### src/rtl/ctrl_pkg.sv
// Shared encodings for the multi-cycle RV32I control unit: FSM states, opcodes,
// sign-extender/next-PC/write-data select codes and the registered decode bundle.
package ctrl_pkg;

    localparam logic [2:0] ST_FETCH  = 3'd0;
    localparam logic [2:0] ST_DECODE = 3'd1;
    localparam logic [2:0] ST_EXEC   = 3'd2;
    localparam logic [2:0] ST_MEM    = 3'd3;
    localparam logic [2:0] ST_WB     = 3'd4;
    localparam logic [2:0] ST_HALT   = 3'd5;

    localparam logic [6:0] OPC_LOAD   = 7'b0000011;
    localparam logic [6:0] OPC_OP_IMM = 7'b0010011;
    localparam logic [6:0] OPC_AUIPC  = 7'b0010111;
    localparam logic [6:0] OPC_STORE  = 7'b0100011;
    localparam logic [6:0] OPC_OP     = 7'b0110011;
    localparam logic [6:0] OPC_LUI    = 7'b0110111;
    localparam logic [6:0] OPC_BRANCH = 7'b1100011;
    localparam logic [6:0] OPC_JALR   = 7'b1100111;
    localparam logic [6:0] OPC_JAL    = 7'b1101111;

    localparam logic [2:0] EXT_I = 3'b000;
    localparam logic [2:0] EXT_S = 3'b001;
    localparam logic [2:0] EXT_B = 3'b010;
    localparam logic [2:0] EXT_U = 3'b011;
    localparam logic [2:0] EXT_J = 3'b100;

    localparam logic [1:0] NPC_PC4 = 2'b00;
    localparam logic [1:0] NPC_IMM = 2'b01;
    localparam logic [1:0] NPC_ALU = 2'b10;

    localparam logic [1:0] WD_ALU = 2'b00;
    localparam logic [1:0] WD_MEM = 2'b01;
    localparam logic [1:0] WD_PC4 = 2'b10;
    localparam logic [1:0] WD_EXT = 2'b11;

    typedef struct packed {
        logic       is_branch;
        logic       is_load;
        logic       is_store;
        logic [2:0] ext_op;
        logic       alua_sel;
        logic       alub_sel;
        logic [3:0] alu_op;
        logic       rf_we;    // already qualified by rd != x0
        logic [1:0] wd_sel;
        logic [1:0] npc_op;   // next-PC source used in WB
    } ctrl_bundle_t;

endpackage

### src/rtl/ctrl_decode.sv
// Combinational opcode decoder: instruction word -> control bundle plus an
// illegal-opcode flag. The FSM registers the result while in DECODE.
module ctrl_decode
    import ctrl_pkg::*;
(
    input  logic [31:0]  inst,
    output ctrl_bundle_t bundle,
    output logic         illegal
);

    logic       rd_nz;
    logic [2:0] f3;
    logic       unused_bits;

    assign rd_nz       = (inst[11:7] != 5'd0);
    assign f3          = inst[14:12];
    assign unused_bits = ^{inst[31], inst[29:15]};

    always_comb begin
        bundle  = '0;
        illegal = 1'b0;
        case (inst[6:0])
            OPC_OP: begin
                bundle.alu_op = {inst[30], f3};
                bundle.rf_we  = rd_nz;
            end
            OPC_OP_IMM: begin
                // bit 30 is part of the immediate except for SRAI
                bundle.alub_sel = 1'b1;
                bundle.alu_op   = {(f3 == 3'b101) & inst[30], f3};
                bundle.rf_we    = rd_nz;
            end
            OPC_LOAD: begin
                bundle.is_load  = 1'b1;
                bundle.alub_sel = 1'b1;
                bundle.rf_we    = rd_nz;
                bundle.wd_sel   = WD_MEM;
            end
            OPC_STORE: begin
                bundle.is_store = 1'b1;
                bundle.ext_op   = EXT_S;
                bundle.alub_sel = 1'b1;
            end
            OPC_BRANCH: begin
                bundle.is_branch = 1'b1;
                bundle.ext_op    = EXT_B;
            end
            OPC_LUI: begin
                bundle.ext_op   = EXT_U;
                bundle.alub_sel = 1'b1;
                bundle.rf_we    = rd_nz;
                bundle.wd_sel   = WD_EXT;
            end
            OPC_AUIPC: begin
                bundle.ext_op   = EXT_U;
                bundle.alua_sel = 1'b1;
                bundle.alub_sel = 1'b1;
                bundle.rf_we    = rd_nz;
            end
            OPC_JAL: begin
                bundle.ext_op   = EXT_J;
                bundle.alua_sel = 1'b1;
                bundle.alub_sel = 1'b1;
                bundle.rf_we    = rd_nz;
                bundle.wd_sel   = WD_PC4;
                bundle.npc_op   = NPC_IMM;
            end
            OPC_JALR: begin
                bundle.alub_sel = 1'b1;
                bundle.rf_we    = rd_nz;
                bundle.wd_sel   = WD_PC4;
                bundle.npc_op   = NPC_ALU;
            end
            default: illegal = 1'b1;
        endcase
    end

endmodule

### src/rtl/multicycle_ctrl.sv
// Main control FSM of the multi-cycle RV32I core: fetch handshake, decode bundle,
// EXEC/MEM/WB sequencing, ack timeout and sticky error flags.
module multicycle_ctrl
    import ctrl_pkg::*;
#(
    parameter int unsigned ACK_TIMEOUT = 16,
    parameter int unsigned EXT_OP_W    = 3
) (
    input  logic                clk,
    input  logic                rst,
    input  logic [31:0]         inst,
    input  logic                imem_ack,
    input  logic                dmem_ack,
    input  logic                branch_taken,
    output logic                imem_req,
    output logic                ir_we,
    output logic                dmem_req,
    output logic                dmem_we,
    output logic                pc_we,
    output logic [1:0]          npc_op,
    output logic [EXT_OP_W-1:0] ext_op,
    output logic                alua_sel,
    output logic                alub_sel,
    output logic [3:0]          alu_op,
    output logic                rf_we,
    output logic [1:0]          wd_sel,
    output logic                illegal,
    output logic                bus_err,
    output logic [2:0]          state
);

    localparam int unsigned CNT_W = (ACK_TIMEOUT > 1) ? $clog2(ACK_TIMEOUT) : 1;

    logic [2:0]       state_q, state_d;
    ctrl_bundle_t     bundle_q, bundle_d, dec_bundle;
    logic             dec_illegal;
    logic             illegal_q, illegal_d;
    logic             bus_err_q, bus_err_d;
    logic [CNT_W-1:0] cnt_q, cnt_d;
    logic             timeout, waiting;

    ctrl_decode u_decode (
        .inst    (inst),
        .bundle  (dec_bundle),
        .illegal (dec_illegal)
    );

    assign timeout = (cnt_q == CNT_W'(ACK_TIMEOUT - 1));
    assign waiting = ((state_q == ST_FETCH) && !imem_ack) || ((state_q == ST_MEM) && !dmem_ack);

    always_comb begin
        state_d   = state_q;
        bundle_d  = bundle_q;
        illegal_d = illegal_q;
        bus_err_d = bus_err_q;
        case (state_q)
            ST_FETCH: begin
                if (imem_ack) begin
                    state_d = ST_DECODE;
                end else if (timeout) begin
                    bus_err_d = 1'b1;
                    state_d   = ST_HALT;
                end
            end
            ST_DECODE: begin
                if (dec_illegal) begin
                    illegal_d = 1'b1;
                    state_d   = ST_HALT;
                end else begin
                    bundle_d = dec_bundle;
                    state_d  = ST_EXEC;
                end
            end
            ST_EXEC: begin
                if (bundle_q.is_branch) begin
                    state_d = ST_FETCH;
                end else if (bundle_q.is_load || bundle_q.is_store) begin
                    state_d = ST_MEM;
                end else begin
                    state_d = ST_WB;
                end
            end
            ST_MEM: begin
                if (dmem_ack) begin
                    state_d = bundle_q.is_load ? ST_WB : ST_FETCH;
                end else if (timeout) begin
                    bus_err_d = 1'b1;
                    state_d   = ST_HALT;
                end
            end
            ST_WB:   state_d = ST_FETCH;
            ST_HALT: state_d = ST_HALT;
            default: state_d = ST_HALT;
        endcase
        // Any state change restarts the wait count, which covers entry to FETCH and MEM.
        if (state_d != state_q) begin
            cnt_d = '0;
        end else if (waiting) begin
            cnt_d = cnt_q + 1'b1;
        end else begin
            cnt_d = cnt_q;
        end
    end

    always_ff @(posedge clk) begin
        if (rst) begin
            state_q   <= ST_FETCH;
            bundle_q  <= '0;
            illegal_q <= 1'b0;
            bus_err_q <= 1'b0;
            cnt_q     <= '0;
        end else begin
            state_q   <= state_d;
            bundle_q  <= bundle_d;
            illegal_q <= illegal_d;
            bus_err_q <= bus_err_d;
            cnt_q     <= cnt_d;
        end
    end

    // Outputs are forced low during reset so an outstanding request is dropped at once.
    always_comb begin
        imem_req = 1'b0;
        dmem_req = 1'b0;
        dmem_we  = 1'b0;
        pc_we    = 1'b0;
        npc_op   = NPC_PC4;
        ext_op   = '0;
        alua_sel = 1'b0;
        alub_sel = 1'b0;
        alu_op   = 4'b0000;
        rf_we    = 1'b0;
        wd_sel   = WD_ALU;
        illegal  = 1'b0;
        bus_err  = 1'b0;
        if (!rst) begin
            ext_op  = EXT_OP_W'(bundle_q.ext_op);
            wd_sel  = bundle_q.wd_sel;
            illegal = illegal_q;
            bus_err = bus_err_q;
            if (state_q == ST_EXEC || state_q == ST_MEM || state_q == ST_WB) begin
                alua_sel = bundle_q.alua_sel;
                alub_sel = bundle_q.alub_sel;
                alu_op   = bundle_q.alu_op;
            end
            case (state_q)
                ST_FETCH: imem_req = 1'b1;
                ST_EXEC: begin
                    if (bundle_q.is_branch) begin
                        pc_we  = 1'b1;
                        npc_op = branch_taken ? NPC_IMM : NPC_PC4;
                    end
                end
                ST_MEM: begin
                    dmem_req = 1'b1;
                    dmem_we  = bundle_q.is_store;
                    pc_we    = bundle_q.is_store & dmem_ack;
                end
                ST_WB: begin
                    rf_we  = bundle_q.rf_we;
                    pc_we  = 1'b1;
                    npc_op = bundle_q.npc_op;
                end
                default: ;
            endcase
        end
        ir_we = imem_req & imem_ack;
    end

    assign state = state_q;

endmodule

### config.mk
export PLATFORM = sky130hd
export DESIGN_NAME = multicycle_ctrl
export DESIGN_NICKNAME = d
export VERILOG_FILES = /design/src/rtl/ctrl_pkg.sv /design/src/rtl/ctrl_decode.sv /design/src/rtl/multicycle_ctrl.sv
export SDC_FILE = /design/constraint.sdc
export NUM_CORES = 1
export LEC_CHECK = 0
export CAP_MARGIN = 15
export CORE_ASPECT_RATIO = 1.2
export CORE_MARGIN = 4
export CORE_UTILIZATION = 41
export CTS_CLUSTER_SIZE = 14
export DETAILED_ROUTE_END_ITERATION = 10
export GPL_TIMING_DRIVEN = 0
export PLACE_DENSITY = 0.77
export SLEW_MARGIN = 0
export SYNTH_ARGS = -nofsm -noshare
export SYNTH_HDL_FRONTEND = slang
export SYNTH_HIERARCHICAL = 1
export SYNTH_SLANG_ARGS = --single-unit
### constraint.sdc
create_clock -name clk -period 2.1 [get_ports clk]
set_clock_uncertainty 0.15 [all_clocks]
set_input_delay 0.42 -clock clk [delete_from_list [all_inputs] [get_ports clk]]
set_output_delay 0.42 -clock clk [all_outputs]
set_load 0.01 [all_outputs]
**Word-level counts from Yosys, hierarchy flattened**

Cells that the tools add are included.

- Muxes and demuxes: 47
- Add/sub/neg operators: 1
- Equality and inequality tests: 18
- Bitwise gates (word level): 4
- Reduce and logical (&&, ||, !) cells: 21

Operators with widths:

| cell | count |
|---|---|
| $mux 1 | 27 |
| $mux 3 | 8 |
| $eq 7x6->1 const B | 3 |
| $eq 7x7->1 const B | 3 |
| $pmux 3 s5 | 1 |
| $eq 7x5->1 const B | 2 |
| $reduce_or 7->1 | 2 |
| $pmux 3 s4 | 1 |
| $reduce_or 9->1 | 1 |
| $mux 4 | 2 |
| $pmux 2 s2 | 2 |
| $pmux 4 s2 | 1 |
| $reduce_or 2->1 | 4 |
| $eq 7x2->1 const B | 1 |
| $eq 3x2->1 const B | 2 |
| $eq 3x3->1 const B | 2 |
| $pmux 2 s3 | 1 |
| $reduce_bool 5->1 | 1 |
| $add 4x1->4 const B | 1 |
| $eq 4x4->1 const B | 1 |
| $logic_or 1x1->1 | 4 |
| $mux 2 | 2 |
| $ne 2x2->1 const B | 2 |
| $reduce_and 2->1 | 2 |
| other kinds (11) | 15 |

- Bits of input ports: 37
- Logic and storage cells: 105
- Bits in registers: 26
- Output and inout bits: 24

**Longest topological paths before layout**

- Depth in word-level cells: 6
- Gate-level depth with buffers: 9
- Mapped depth without buffers: 7

**Hierarchy**

The synthesis kept the hierarchy.

By module, submodules not included:

| module | instances | cells each | area an instance (um^2) | sequential area each (um^2) |
|---|---|---|---|---|
| multicycle_ctrl | 1 | 174 | 1385.1 | 520.5 |
| ctrl_decode | 1 | 50 | 347.8 | 0.0 |

**Worst setup path before layout**

Ideal clock, no wire load.

- Path kind: input to register
- Start point: in inst[4]
- End point: reg bundle_q[16] in the netlist's numbering
- Required time: 1818 ps
- Path slack: -53 ps
- Data arrival time: 1871 ps
- Stages: 9
- Library setup time: 132 ps
- Path buffers: 3
- Cell sequence: buf_6 > inv_1 > a211o_1 > a21o_1 > or3_1 > buf_2 > buf_2 > nand2_1 > a21oi_1

- Cells in the longest elaborated chain, start to end: 3
- Elaborated cells on any way between the ends: 12
- Classes of those cells: eq/ne (9); mux (1); reduce/logical (2)

Ends and longest elaborated chain:

| element | RTL line | RTL |
|---|---|---|
| start, declared | multicycle_ctrl.sv:11 | `input logic [31:0] inst,` |
| $eq 7x7->1 (tied with other cells) | ctrl_decode.sv:22 | `case (inst[6:0])` |
| $reduce_or 9->1 (no line) | - |  |
| $reduce_and 2->1 (no line) | - |  |
| end signal, assigned | multicycle_ctrl.sv:114 | `bundle_q <= bundle_d;` |
| end, declared | multicycle_ctrl.sv:35 | `ctrl_bundle_t bundle_q, bundle_d, dec_bundle;` |

Parallel ways exist; a longest one is shown, timed or not.
A chain may end at the register's enable or synchronous reset.

**Final worst setup path**

- Start point: reg state_q[1], in the netlist state[1]
- End point: out alu_op[0]

- Cells in the longest elaborated chain, start to end: 5
- Elaborated cells on any way between the ends: 7
- Classes of those cells: eq/ne (3); mux (2); reduce/logical (2)

Ends and longest elaborated chain:

| element | RTL line | RTL |
|---|---|---|
| start, declared | multicycle_ctrl.sv:34 | `logic [2:0] state_q, state_d;` |
| start signal, assigned | multicycle_ctrl.sv:113 | `state_q <= state_d;` |
| $eq 3x2->1 | multicycle_ctrl.sv:141 | `if (state_q == ST_EXEC \|\| state_q == ST_MEM \|\| state_q == ST_WB) begin` |
| $logic_or 1x1->1 | multicycle_ctrl.sv:141 |  |
| $logic_or 1x1->1 * | multicycle_ctrl.sv:141 |  |
| $mux 4 * | multicycle_ctrl.sv:141 |  |
| $mux 4 * | multicycle_ctrl.sv:136 | `if (!rst) begin` |
| end, declared | multicycle_ctrl.sv:24 | `output logic [3:0] alu_op,` |

Every way passes the cells marked *; elsewhere a longest branch is shown, timed or not.

==> results.md <==
- Status: completed
- Fmax: between 0.4 and 0.5 GHz
- CTS Buf Count: 3
- Reg2reg path depth: 6
- Final non-filler cell total: 335
- Die H: just under 80 µm
- Crit path cell chain: and2b_2, nand2b_4, a21oi_4, buf_6, and2_1, buf_2
- Final Total Pwr: 0.00116 W
- Flops & latches, synth: 26
- Mapped cell area: roughly 0.0017 mm²
- Area of the multi-input gates: 0.00122 mm²
- Kind of critical path: flip-flop to primary output
- Routed vias: 1804
- Initial Util: 0.433
- Syn Nets: approximately 260
- CP Depth: 6
- Register area: 532 µm²
- Core Region: 0.00400 mm²
- DP Wirelength: 3530 µm
- Via density: 5.39
- Initial antenna violation count: 0
- Sequential-to-total area share from yosys stat: 0.300
- Fin. Hold Viols: 0
- Max cap viols: 0
- Routability congestion estimate from global placement: 0.900
- Number of nets in the layout: 320
- Layout area overhead: 45.1%
- Gr usage total: 0.193
- CP Data Arrival Time: between 1.5 and 2 ns
- First-pass GRT wire length: 8090 µm
- EDFF count, synth: 0
- Largest net degree at the start of global routing: 19
- Share of the clock period used by the worst path: 1.00
- PortBufs: 40
- CTS tree: done
- I/O pin count: between 60 and 70
- Layout fillers: between 300 and 400
- Delay-heaviest family, CP: simple AND/OR/NAND/NOR gates
- VDD IR max: 215 µV
- Routed len/inst: 14.6 µm
- Power Dens Cells: between 400 and 500 mW/mm²
- Hold_ws: 0.298 ns
- Cell variety after synth: 50
- Grt ovf: 0
- Leakage power: between 0.9 and 1 nW
- Initial drt markers: 50
- Final setup vio count: 0
- Drt total wl: roughly 4900 µm
- Max incr delay on CP: roughly 0.38 ns
- Share of cells above drive strength 1: 0.278
- Ant. Diodes: 0
- Vias in the first global route: 1790
- First-pass iteration count of the detailed router: 4
- CP Launch Type: flip-flop
- H-tree levels: 1
- Syn_area_per_cell: between 7 and 8 µm²
- YS warnings: 6
- Clock root cell: clkbuf_8
- Antenna Nets Post-Route: 0
- Min cycle time layout: ~2.1 ns
- Clk slew on worst S/H paths: 0.09 ns
- Sum of buffers and inverters on the critical path: 2
- CTS Sinks: 26
- Fin area: 0.00251 mm²
- Crit. End Element: primary output
- Synth async-reset ratio: 0
- Area post-placement: between 0.002 and 0.0025 mm²
- Critical Path RT: 1.53 ns
- Critical Path Slowest Stage Cell: dfxtp_4
- HP Class: primary input to flip-flop
- Worst skew pair latency: 0.27 ns
- Hold depth: 4
- Hold buffers post-CTS: 0
- Worst Tran Pin Value: 0.517 ns
- Cell total after placement: 318
- Die width: between 60 and 70 µm
- Drt drc: 0
- Unrepaired setup endpoints after global routing: yes
- Syn Inst Count: around 220
- Primary FF master, synth: dfxtp_1
- # rows: 25
- Die ar.: 0.00533 mm²
- Critical Path Fanout Max: 6
- Max Slew Vio Count: 0
- Maximum buffer depth of the clock tree: 2
- Worst slew margin: 0.655
## cell usage after synthesis (2+ instances only)
library cell  number  share of area
a211oi_2           2          0.014
a21boi_0           2         0.0087
a21oi_1           26          0.075
a31oi_1            5          0.018
and2_1            10          0.036
and3_1             2         0.0072
buf_2              6          0.017
buf_4              2         0.0087
buf_6              4          0.026
clkbuf_1           4         0.0087
dfxtp_1           26           0.30
inv_1              4         0.0087
mux2i_1            2          0.012
nand2_1           41          0.089
nand2b_1           7          0.025
nand3_1            7          0.020
nand3b_1           3          0.013
nor2_1            15          0.032
nor2b_1            9          0.032
nor3_1             5          0.014
nor3b_1            3          0.013
nor4_1             5          0.018
o21ai_0            3         0.0087
o2bb2ai_1          2          0.010
or3_1              2         0.0072
xnor2_1            3          0.015
## stage by stage
stage                     setup slack, ns   util  setup TNS (ns)
final                           0.0000606  0.628               0
after global routing              -0.0895  0.628          -0.637
after CTS                         -0.0522  0.607         -0.0974
after detailed placement           -0.751  0.553          -19.77
after global placement             -0.677  0.553          -18.97
after floorplan                    0.0357      -               0
## layout make-up
class,count,share of cell area
flip-flops and latches,26,0.212
clock inverters,1,0.0119
well taps,54,0.0269
plain buffers,14,0.0538
inverters,4,0.00597
clock buffers,3,0.0164
repair buffers,55,0.189
multi-input cells,178,0.484
## worst paths after layout
check,start,endpoint,slack [ns]
worst max-delay path,state[1],alu_op[0],0.00006
worst min-delay path,inst[3],bundle_q[12],0.30
worst max register to register,cnt_q[0],cnt_q[0],0.13
worst min register to register,bundle_q[3],bundle_q[3],0.30
## report_power, final
group / switching (W) / total (W) / internal, W
clock: 0.000160 / 0.000416 / 0.000255
combinational: 0.000119 / 0.000236 / 0.000118
sequential: 0.00000920 / 0.000506 / 0.000497
total: 0.000288 / 0.00116 / 0.000870
## tightest hold or removal path, stage by stage
cell and delay, ns:
buf_6 0.10, a211oi_1 0.05, nand2_1 0.06, a21oi_1 0.05
## state kept, by name, indices dropped and copies added, names as in the netlist
register / count
state: 3
bundle_q: 17
illegal_q: 1
cnt_q: 4
bus_err_q: 1
## what timing repair did
item	CTS	global route
pin swaps	5	11
setup buffers	11	3
resized for setup	71	27
gates cloned	0	1
endpoints found under the setup margin	41	28
## placed cells by master, fill, tap and decap left out, drive strengths merged, types with 2 or more instances in the layout
cell type      Yosys  layout
a211oi             3       3
or3                3       3
clkbuf             4      11
buf               12      32
inv                4       4
a21oi             27      27
dlymetal6s2s       0       2
nor2              15      15
o2bb2ai            2       2
a31oi              5       5
nand2             41      41
and2              10      10
nor2b             10      10
xnor2              3       3
nor3               7       7
nand2b             7       7
or2                2       2
a21boi             2       2
clkdlybuf4s50      0      20
dlygate4sd2        0       6
and3               2       2
mux2i              2       2
nor4               5       5
nand3b             3       3
o21ai              3       3
nand3              8       8
dfxtp             26      26
nor3b              3       3
## metal layers
layer	vias to the layer above	track usage	wire length (µm)
li1	897	-	-
met1	857	0.219	1950
met2	42	0.356	2680
met3	8	0.0184	167
met4	0	0.0811	86
met5	-	0	0
## logic make-up (layout without fill, tap and decap cells)
family | after synthesis | count (layout) | synth area share
buffers and inverters | 20 | 77 | 0.0693
AOI/OAI and AO/OA | 54 | 54 | 0.225
muxes | 2 | 2 | 0.0116
xor gates and xnor gates | 3 | 3 | 0.0152
and+or+nand+nor | 118 | 118 | 0.371
DFF | 26 | 26 | 0.300
adders and majority gates | 1 | 1 | 0.00722
No activity file was read; power rests on OpenSTA's default activity.
